[src/rtl/adc_capture_ctrl.sv]
// adc_capture_ctrl: triggered capture sequencer for a dual-channel ADC stream.
// On arm it writes one {ch1, ch0} sample pair per cycle into a circular
// capture RAM. It keeps a programmable pre-trigger history and waits for a
// level crossing or a forced trigger. It then writes the post-trigger
// remainder, stops, and reports where the record starts.
module adc_capture_ctrl #(
  parameter int DATA_W = 12,
  parameter int ADDR_W = 11
) (
  input  logic                  adc_clk,
  input  logic                  rst,
  input  logic                  arm,
  input  logic                  abort,
  input  logic                  force_trig,
  input  logic                  trig_src,
  input  logic                  trig_edge,
  input  logic [DATA_W-1:0]     trig_level,
  input  logic [ADDR_W-1:0]     pretrig_len,
  input  logic [DATA_W-1:0]     adc_data_ch0,
  input  logic [DATA_W-1:0]     adc_data_ch1,
  output logic                  buf_wr,
  output logic [ADDR_W-1:0]     buf_addr,
  output logic [2*DATA_W-1:0]   buf_wdata,
  output logic                  busy,
  output logic                  done,
  output logic [ADDR_W-1:0]     trig_addr,
  output logic [ADDR_W-1:0]     start_addr
);

  typedef enum logic [2:0] {
    S_IDLE = 3'd0,
    S_PRE  = 3'd1,
    S_WAIT = 3'd2,
    S_POST = 3'd3,
    S_DONE = 3'd4
  } state_t;

  state_t state_reg, state_next;

  // Trigger settings latched at arm so they stay stable for the whole record
  logic                     src_reg;
  logic                     edge_reg;
  logic signed [DATA_W-1:0] level_reg;
  logic [ADDR_W-1:0]        pre_len_reg;

  logic [ADDR_W-1:0]        wptr_reg;
  logic [ADDR_W-1:0]        pre_cnt_reg;
  logic [ADDR_W-1:0]        post_cnt_reg;
  logic signed [DATA_W-1:0] prev_reg;
  logic                     prev_valid_reg;

  logic                     buf_wr_reg;
  logic [ADDR_W-1:0]        buf_addr_reg;
  logic [2*DATA_W-1:0]      buf_wdata_reg;
  logic                     done_reg;
  logic [ADDR_W-1:0]        trig_addr_reg;
  logic [ADDR_W-1:0]        start_addr_reg;

  logic signed [DATA_W-1:0] cur_sample;
  logic                     rise_hit;
  logic                     fall_hit;
  logic                     trig_fire;
  logic [ADDR_W-1:0]        pre_cnt_inc;
  logic [ADDR_W-1:0]        post_init;

  assign cur_sample  = src_reg ? adc_data_ch1 : adc_data_ch0;
  assign rise_hit    = (prev_reg <  level_reg) && (cur_sample >= level_reg);
  assign fall_hit    = (prev_reg >= level_reg) && (cur_sample <  level_reg);
  assign trig_fire   = (state_reg == S_WAIT) &&
                       (force_trig || (prev_valid_reg && (edge_reg ? fall_hit : rise_hit)));
  assign pre_cnt_inc = pre_cnt_reg + 1'b1;
  // DEPTH - pretrig_len - 1 is the bitwise complement in ADDR_W bits
  assign post_init   = ~pre_len_reg;

  // State register
  always_ff @(posedge adc_clk) begin
    if (rst) begin
      state_reg <= S_IDLE;
    end else begin
      state_reg <= state_next;
    end
  end

  // Next-state decode; abort overrides every other transition
  always_comb begin
    state_next = state_reg;
    case (state_reg)
      S_IDLE, S_DONE: begin
        if (arm) state_next = (pretrig_len != '0) ? S_PRE : S_WAIT;
      end
      S_PRE: begin
        if (pre_cnt_inc == pre_len_reg) state_next = S_WAIT;
      end
      S_WAIT: begin
        if (trig_fire) state_next = (post_init == '0) ? S_DONE : S_POST;
      end
      S_POST: begin
        if (post_cnt_reg == ADDR_W'(1)) state_next = S_DONE;
      end
      default: state_next = S_IDLE;
    endcase
    if (abort) state_next = S_IDLE;
  end

  // Output decode: busy covers every state that writes samples
  always_comb begin
    busy = (state_reg == S_PRE) || (state_reg == S_WAIT) || (state_reg == S_POST);
  end

  // Capture datapath: one RAM write per busy cycle, trigger bookkeeping
  always_ff @(posedge adc_clk) begin
    if (rst) begin
      src_reg        <= 1'b0;
      edge_reg       <= 1'b0;
      level_reg      <= '0;
      pre_len_reg    <= '0;
      wptr_reg       <= '0;
      pre_cnt_reg    <= '0;
      post_cnt_reg   <= '0;
      prev_reg       <= '0;
      prev_valid_reg <= 1'b0;
      buf_wr_reg     <= 1'b0;
      buf_addr_reg   <= '0;
      buf_wdata_reg  <= '0;
      done_reg       <= 1'b0;
      trig_addr_reg  <= '0;
      start_addr_reg <= '0;
    end else begin
      buf_wr_reg <= 1'b0;
      if (abort) begin
        prev_valid_reg <= 1'b0;
        trig_addr_reg  <= '0;
        start_addr_reg <= '0;
      end else if (arm && !busy) begin
        src_reg        <= trig_src;
        edge_reg       <= trig_edge;
        level_reg      <= trig_level;
        pre_len_reg    <= pretrig_len;
        wptr_reg       <= '0;
        pre_cnt_reg    <= '0;
        prev_valid_reg <= 1'b0;
        trig_addr_reg  <= '0;
        start_addr_reg <= '0;
      end else if (busy) begin
        buf_wr_reg     <= 1'b1;
        buf_addr_reg   <= wptr_reg;
        buf_wdata_reg  <= {adc_data_ch1, adc_data_ch0};
        wptr_reg       <= wptr_reg + 1'b1;
        prev_reg       <= cur_sample;
        prev_valid_reg <= 1'b1;
        if (state_reg == S_PRE) pre_cnt_reg <= pre_cnt_inc;
        if (trig_fire) begin
          trig_addr_reg  <= wptr_reg;
          start_addr_reg <= wptr_reg - pre_len_reg;
          post_cnt_reg   <= post_init;
        end else if (state_reg == S_POST) begin
          post_cnt_reg <= post_cnt_reg - 1'b1;
        end
      end
      // done rises the cycle after the last write, i.e. when buf_wr drops
      done_reg <= (state_reg == S_DONE) && (state_next == S_DONE);
    end
  end

  assign buf_wr     = buf_wr_reg;
  assign buf_addr   = buf_addr_reg;
  assign buf_wdata  = buf_wdata_reg;
  assign done       = done_reg;
  assign trig_addr  = trig_addr_reg;
  assign start_addr = start_addr_reg;

endmodule

[config.mk]
export PLATFORM = sky130hd
export DESIGN_NAME = adc_capture_ctrl
export DESIGN_NICKNAME = d
export VERILOG_FILES = /design/src/rtl/adc_capture_ctrl.sv
export SDC_FILE = /design/constraint.sdc
export NUM_CORES = 1
export LEC_CHECK = 0
export ABC_AREA = 1
export BUFFER_PORTS_ARGS = -buffer_cell sky130_fd_sc_hd__buf_2
export CAP_MARGIN = 20
export CORE_MARGIN = 8
export CORE_UTILIZATION = 40
export CTS_CLUSTER_SIZE = 12
export DETAILED_ROUTE_END_ITERATION = 8
export PLACE_DENSITY = 0.67
export SLEW_MARGIN = 20
export SYNTH_ARGS = -nofsm -noshare
export SYNTH_HDL_FRONTEND = slang
export SYNTH_SLANG_ARGS = --single-unit
[constraint.sdc]
create_clock -name adc_clk -period 2.8 [get_ports adc_clk]
set_input_delay 0.42 -clock adc_clk [delete_from_list [all_inputs] [get_ports adc_clk]]
set_output_delay 0.42 -clock adc_clk [all_outputs]
set_load 0.01 [all_outputs]
==> impl_metrics.toml, run 1 <==
[pwr]
power_frac_seq = 0.406
pwr-share-comb = 0.125
powerDensity_nw_per_um2 = 574
cellLeakagePower_uw = 0.00399
p_switching_uw = 1300
ir_drop_mv = 0.449
switching_share = 0.266
p_clk_frac = 0.469
internal_power_uw = 3590

[route]
wl_per_cell_microns = 14.9
via_per_inst = 5.02
via_count = 6605
wirelength_mm = 19.6
ant_nets = 0
drt-initial-drc-count = 418
drc = 0
drtPass1Iterations = 5

[finish]
final_area_sq_um = 8530
final_cells = 1317
finalNetCount = 1172
drive_above_1_share = 0.194
antennaDiodeCount = 0
area_growth_pct = 24.6
largest_reg_flops = 24

[worst_setup_path]
worstPathMaxFanout = 7
crit_required_ps = 3150
startpoint_type = "flop"
critical_path_class = "reg2reg"
crit_path_end_kind = "flop"
r2r_slack_ps = 200
worstPathArrival_ps = 2950

[global_route]
grtUsageMet2 = 0.282
antenna_found_initial = 1
use_met1 = 0.231
grt-ovfl-total = 0
top_usage_layer = "met2"
grt_max_degree = 42
met3_usage = 0.0529
grt.total_usage = 0.179
grt_pass1_vias = 6405
grt_pass1_wl_mm = 31.9

[cts]
root_buffer = "clkbuf_16"
clock_latency_ps = 420
cts_buffers = 17
cts_tree = "yes"
clk_pin_slew_worst_paths_ps = 60
clockBufferDepth = 2
htree_levels = 4
clock-sinks = 133
cts_hold_buffers = 0

[timing]
fin_crit_ps = 2600
worst_slack_ps = 199
slew_headroom = 0.600
hold_slack_ps = 244
grt_setup_unrepaired = "false"
tightest_slew_ps = 598
fmax_mhz = 384
finalSetupTns_ps = 0
hold_violations = 0
setup_viol = 0
min_period_over_period = 0.929
slew_violations = 0
skew_ps = 8.14

[synth]
synth_cells = 960
synth_seq_cells = 133
synth_ff_type = "dfxtp_1"
synth-async-reset-ratio = 0
syn_avg_cell_area_sq_um = 7.13
syn_area_sq_um = 6850
synthesis.nets = 1053
synth_warnings = 0
synthTopCellsByCount = "nand2_1, nor2_1, dfxtp_1, inv_1, o21ai_0"
netlist.area_leader.share = 0.389
yosysMostFrequentCell = "nand2_1"
yosysSeqAreaShare = 0.389
synth_largest_area_cell = "dfxtp_1"
synth_edf_count = 0
synthDistinctLibCells = 42
synthTopCellsByArea = "dfxtp_1, nand2_1, nor2_1, o21ai_0, ha_1"

[placement]
dp_cells = 1277
portBuffers = 113
gp_congestion = 0.868
place_area_sq_um = 7660
post-dp-hpwl_mm = 14.1
place_ws_ps = 95.3

[floorplanning]
die_y_microns = 147
ios = 114
core_sq_um = 17000
start_util = 0.403
row_count = 48
die_w_microns = 147
die_area_sq_um = 21600

[job]
cap_violations = 0

[worst_hold_path]
worst_hold_path_type = "in2reg"

[status]
outcome = "finished, final reports clean"
## layout by cell type, fill, tap and decap left out, types with 4 or more instances in the layout
cell type   Yosys  final
a211oi_1       11      7
a211oi_2        0      4
a21oi_1        80     79
a31oi_1        12     12
buf_2           5    113
buf_4           2     15
buf_6           3      4
clkbuf_16       0     19
clkinv_4        0      4
clkinvlp_4      0      4
dfxtp_1       133    132
ha_1           38     33
ha_4            0      5
inv_1         109    107
nand2_1       170    158
nand2_2         3     15
nand3_1        30     30
nand4_1        16     16
nor2_1        144    142
nor3_1         13     13
nor4_1          5      5
o21ai_0       101    101
o21ai_1         5      5
xnor2_1         9      9
xor2_1         15     15
## stage by stage
step                      power (uW)   util
after global placement          2600  0.451
final                           4900  0.502
after detailed placement        2600  0.451
after global routing            5110  0.502
after floorplan                 2410      -
after CTS                       4910  0.486
## metal layers
metal | up-vias | wire, microns | share of wire
li1 | 3387 | - | -
met4 | 2 | 259 | 0.013
met5 | - | 11 | 0.00056
met2 | 166 | 8690 | 0.44
met1 | 3026 | 9230 | 0.47
met3 | 24 | 1420 | 0.073
## worst max-delay path: stages (launching register included)
cell and delay, ps:
dfxtp_2 340, inv_2 60, buf_6 140, nand2_2 80, nand2_2 70, ha_4 270, nand4_1 120, nor2_2 150
nand2_1 80, nand4_1 90, and2_1 130, nand2_1 60, nand2_2 70, nand3_4 110, a21oi_4 190, buf_12 140
nand2_2 70, a21oi_2 170, and2_1 180
## final timing paths
| path | start | endpoint | cells past startpoint |
|---|---|---|---|
| max | src_reg | done | 18 |
| min | adc_data_ch0[10] | buf_wdata[10] | 3 |
| max reg2reg | src_reg | done | 18 |
| min reg2reg | pre_cnt_reg[10] | pre_cnt_reg[10] | 2 |
## timing repair
action / in CTS / in global routing
gates resized for setup: 0 / 31
buffers inserted: 0 / 4
setup endpoints to repair: 0 / 35
## power by group through the flow
| stage | registers [uW] | logic (uW) | clock network [uW] |
|---|---|---|---|
| after floorplan | 2030 | 384 | 0 |
| after global placement | 2030 | 570 | 0 |
| after detailed placement | 2030 | 575 | 0 |
| after CTS | 1990 | 579 | 2340 |
| after global routing | 2000 | 702 | 2420 |
| final | 1990 | 610 | 2300 |
## cell type report
type,instances,area [sq um]
fillers,1660,8460
multi-input cells,680,3750
flip-flops and latches,133,2660
repair buffers,136,813
clock buffers,18,429
inverters,111,417
well taps,225,282
clock inverters,14,178
## cells by family after synthesis
logic type,synth area share
AOI/OAI and AO/OA,0.174
xor gates and xnor gates,0.0307
adders and majority gates,0.0724
buffers and inverters,0.0864
DFF,0.389
muxes,0.00146
and+or+nand+nor,0.246
Power figures use the tool's default switching activity.
==> inputs of run 2 (changes only) <==
--- a/config.mk
+++ b/config.mk
@@ -5,7 +5,6 @@
 export SDC_FILE = /design/constraint.sdc
 export NUM_CORES = 1
 export LEC_CHECK = 0
-export ABC_AREA = 1
 export BUFFER_PORTS_ARGS = -buffer_cell sky130_fd_sc_hd__buf_2
 export CAP_MARGIN = 20
 export CORE_MARGIN = 8
==> impl_metrics.toml, run 2 <==
[floorplanning]
die_w_microns = 146
row_count = 47
start_util = 0.408
core_sq_um = 16500
die_area_sq_um = 21300
ios = 114
die_y_microns = 146

[route]
drtPass1Iterations = 5
via_per_inst = 5.23
drt-initial-drc-count = 355
wl_per_cell_microns = 16.2
via_count = 6272
drc = 0
wirelength_mm = 19.4
ant_nets = 0

[synth]
synthDistinctLibCells = 66
netlist.area_leader.share = 0.395
yosysSeqAreaShare = 0.395
synth_largest_area_cell = "dfxtp_1"
synthTopCellsByArea = "dfxtp_1, nand2_1, a21oi_1, ha_1, nor2_1"
synth_ff_type = "dfxtp_1"
synth-async-reset-ratio = 0
synth_seq_cells = 133
synth_edf_count = 0
synth_cells = 837
synthesis.nets = 930
yosysMostFrequentCell = "nand2_1"
syn_area_sq_um = 6740
syn_avg_cell_area_sq_um = 8.05
synth_warnings = 0
synthTopCellsByCount = "nand2_1, dfxtp_1, a21oi_1, nor2_1, ha_1"

[worst_setup_path]
r2r_slack_ps = -70
critical_path_class = "reg2reg"
cp_slowest_stage_delay_ps = 370
worstPathMaxFanout = 9
rr_startpoint = "src_reg"
path_buf_inv = 1
startpoint_type = "flop"
cp.depth = 11
worstPathArrival_ps = 3180
cp_cell_sequence = "buf_12 -> mux2_4 -> ha_4 -> a21oi_4 -> o22ai_2 -> nor4b_2 -> a21oi_2 -> o211a_1 -> a21o_4 -> or3_1 -> o311a_1"
reg2reg_depth = 11
crit_path_end_kind = "flop"
crit_slowest_cell = "dfxtp_4"
path_delay_family = "compound AO/OA/AOI/OAI gates"
crit_required_ps = 3110
cp-startpoint = "src_reg"
worstSetupEndpoint = "post_cnt_reg[3]"
regToRegEndpoint = "post_cnt_reg[3]"

[status]
violations = "setup timing"
outcome = "finished with violations"

[timing]
tightest_slew_ps = 816
grt_setup_unrepaired = "true"
slew_headroom = 0.455
hold_slack_ps = 240
fmax_mhz = 348
min_period_over_period = 1.02
fin_crit_ps = 2870
setup_viol = 23
worst_slack_ps = -69.7
skew_ps = 8.67
slew_violations = 0
hold_violations = 0

[worst_hold_path]
hp-start = "trig_level[11]"
worst_hold_path_type = "in2reg"

[pwr]
ir_drop_mv = 0.432
cellLeakagePower_uw = 0.00338
powerDensity_nw_per_um2 = 556
power_uw = 4800

[cts]
clk_pin_slew_worst_paths_ps = 60
clockBufferDepth = 2
root_buffer = "clkbuf_16"
cts_tree = "yes"
clock_latency_ps = 420
clock-sinks = 133
cts_buffers = 17
htree_levels = 4

[finish]
mostFrequentLayoutCells = "nand2_1, dfxtp_1, buf_2"
area_growth_pct = 28.2
finalNetCount = 1059
nFillCells = 1540
largest_reg_flops = 24
layout.cells.most_common = "nand2_1"
final_area_sq_um = 8640
antennaDiodeCount = 0
drive_above_1_share = 0.252

[placement]
post-dp-hpwl_mm = 13.8
place_area_sq_um = 7650
portBuffers = 113
gp_congestion = 0.864

[global_route]
grt.total_usage = 0.179
grt-ovfl-total = 0
grt_max_degree = 91
grt_pass1_vias = 6045
antenna_found_initial = 0
grt_pass1_wl_mm = 31.2

[job]
cap_violations = 0
-- run 2: cell count changes after synthesis, moves of 7 or more --
| cell | previous run | this run |
|---|---|---|
| a21oi_1 | 80 | 104 |
| inv_1 | 109 | 31 |
| mux2_2 | 0 | 11 |
| mux2i_1 | 1 | 19 |
| nand2_1 | 170 | 177 |
| nand3_1 | 30 | 20 |
| nor2_1 | 144 | 70 |
| o21ai_0 | 101 | 19 |
| xnor2_1 | 9 | 18 |
-- run 2: worst min-delay path by stage --
stage / to / slack, ps / cells past startpoint
global route: buf_wdata[17] / 230 / 3
detailed placement: buf_wdata[17] / 440 / 2
CTS: level_reg[11] / 230 / 3
global placement: buf_wdata[17] / 440 / 2
floorplan: level_reg[10] / 440 / 2
finish: level_reg[11] / 240 / 3
-- run 2: cells by family (layout without fill, tap and decap cells) --
group,Yosys count,count (layout),share of synthesized area
simple gates,345,345,0.229
compound gates,182,182,0.162
flops,133,133,0.395
buf+inv,74,216,0.0490
fa+ha+maj,39,39,0.0735
xor+xnor,34,34,0.0442
mux,30,30,0.0466
-- run 2: timing repair --
item / CTS / global route
pin swaps: 5 / 12
hold buffers: 0 / 0
gates cloned: 1 / 3
setup endpoints to repair: 35 / 37
gates resized for setup: 24 / 23
buffers inserted: 3 / 2
-- run 2: where the power goes --
group | switching [uW] | leakage [uW] | internal, uW
registers | 29.6 | 0.00108 | 1930
logic | 302 | 0.00201 | 229
clock network | 845 | 0.000294 | 1470
total | 1180 | 0.00338 | 3620
-- run 2: through the flow --
| step | TNS [ps] | util | worst slack, ps | std cells |
|---|---|---|---|---|
| 6_report | -707 | 0.523 | -69.7 | 1199 |
| 5_1_grt | -4250 | 0.523 | -184 | 1199 |
| 4_1_cts | -20.8 | 0.513 | -18.4 | 1195 |
| 3_5_place_dp | -4580 | 0.463 | -214 | 1159 |
| 3_3_place_gp | -3220 | 0.463 | -146 | 1159 |
| 2_1_floorplan | 0 | - | 10.2 | 837 |
-- run 2: tightest hold or removal path: cells and delay by family --
kind | cells | cell delay (ps)
AOI/OAI and AO/OA | 1 | 50
buffers and inverters | 1 | 90
and+or+nand+nor | 1 | 50
-- run 2: area by class of cell --
cell class	count	area [sq um]	area share
clock buffers	20	467	0.0540
clock inverters	12	153	0.0177
well taps	220	275	0.0319
flip-flops and latches	133	2670	0.309
inverters	31	116	0.0135
repair buffers	153	966	0.112
multi-input cells	630	3990	0.462
-- run 2: metal layers --
layer | track usage | vias to the layer above | part of all wire
met5 | 0 | - | 0
met4 | 0.0583 | 0 | 0.017
met3 | 0.0547 | 25 | 0.059
met2 | 0.294 | 180 | 0.48
met1 | 0.220 | 2905 | 0.44
li1 | - | 3162 | -
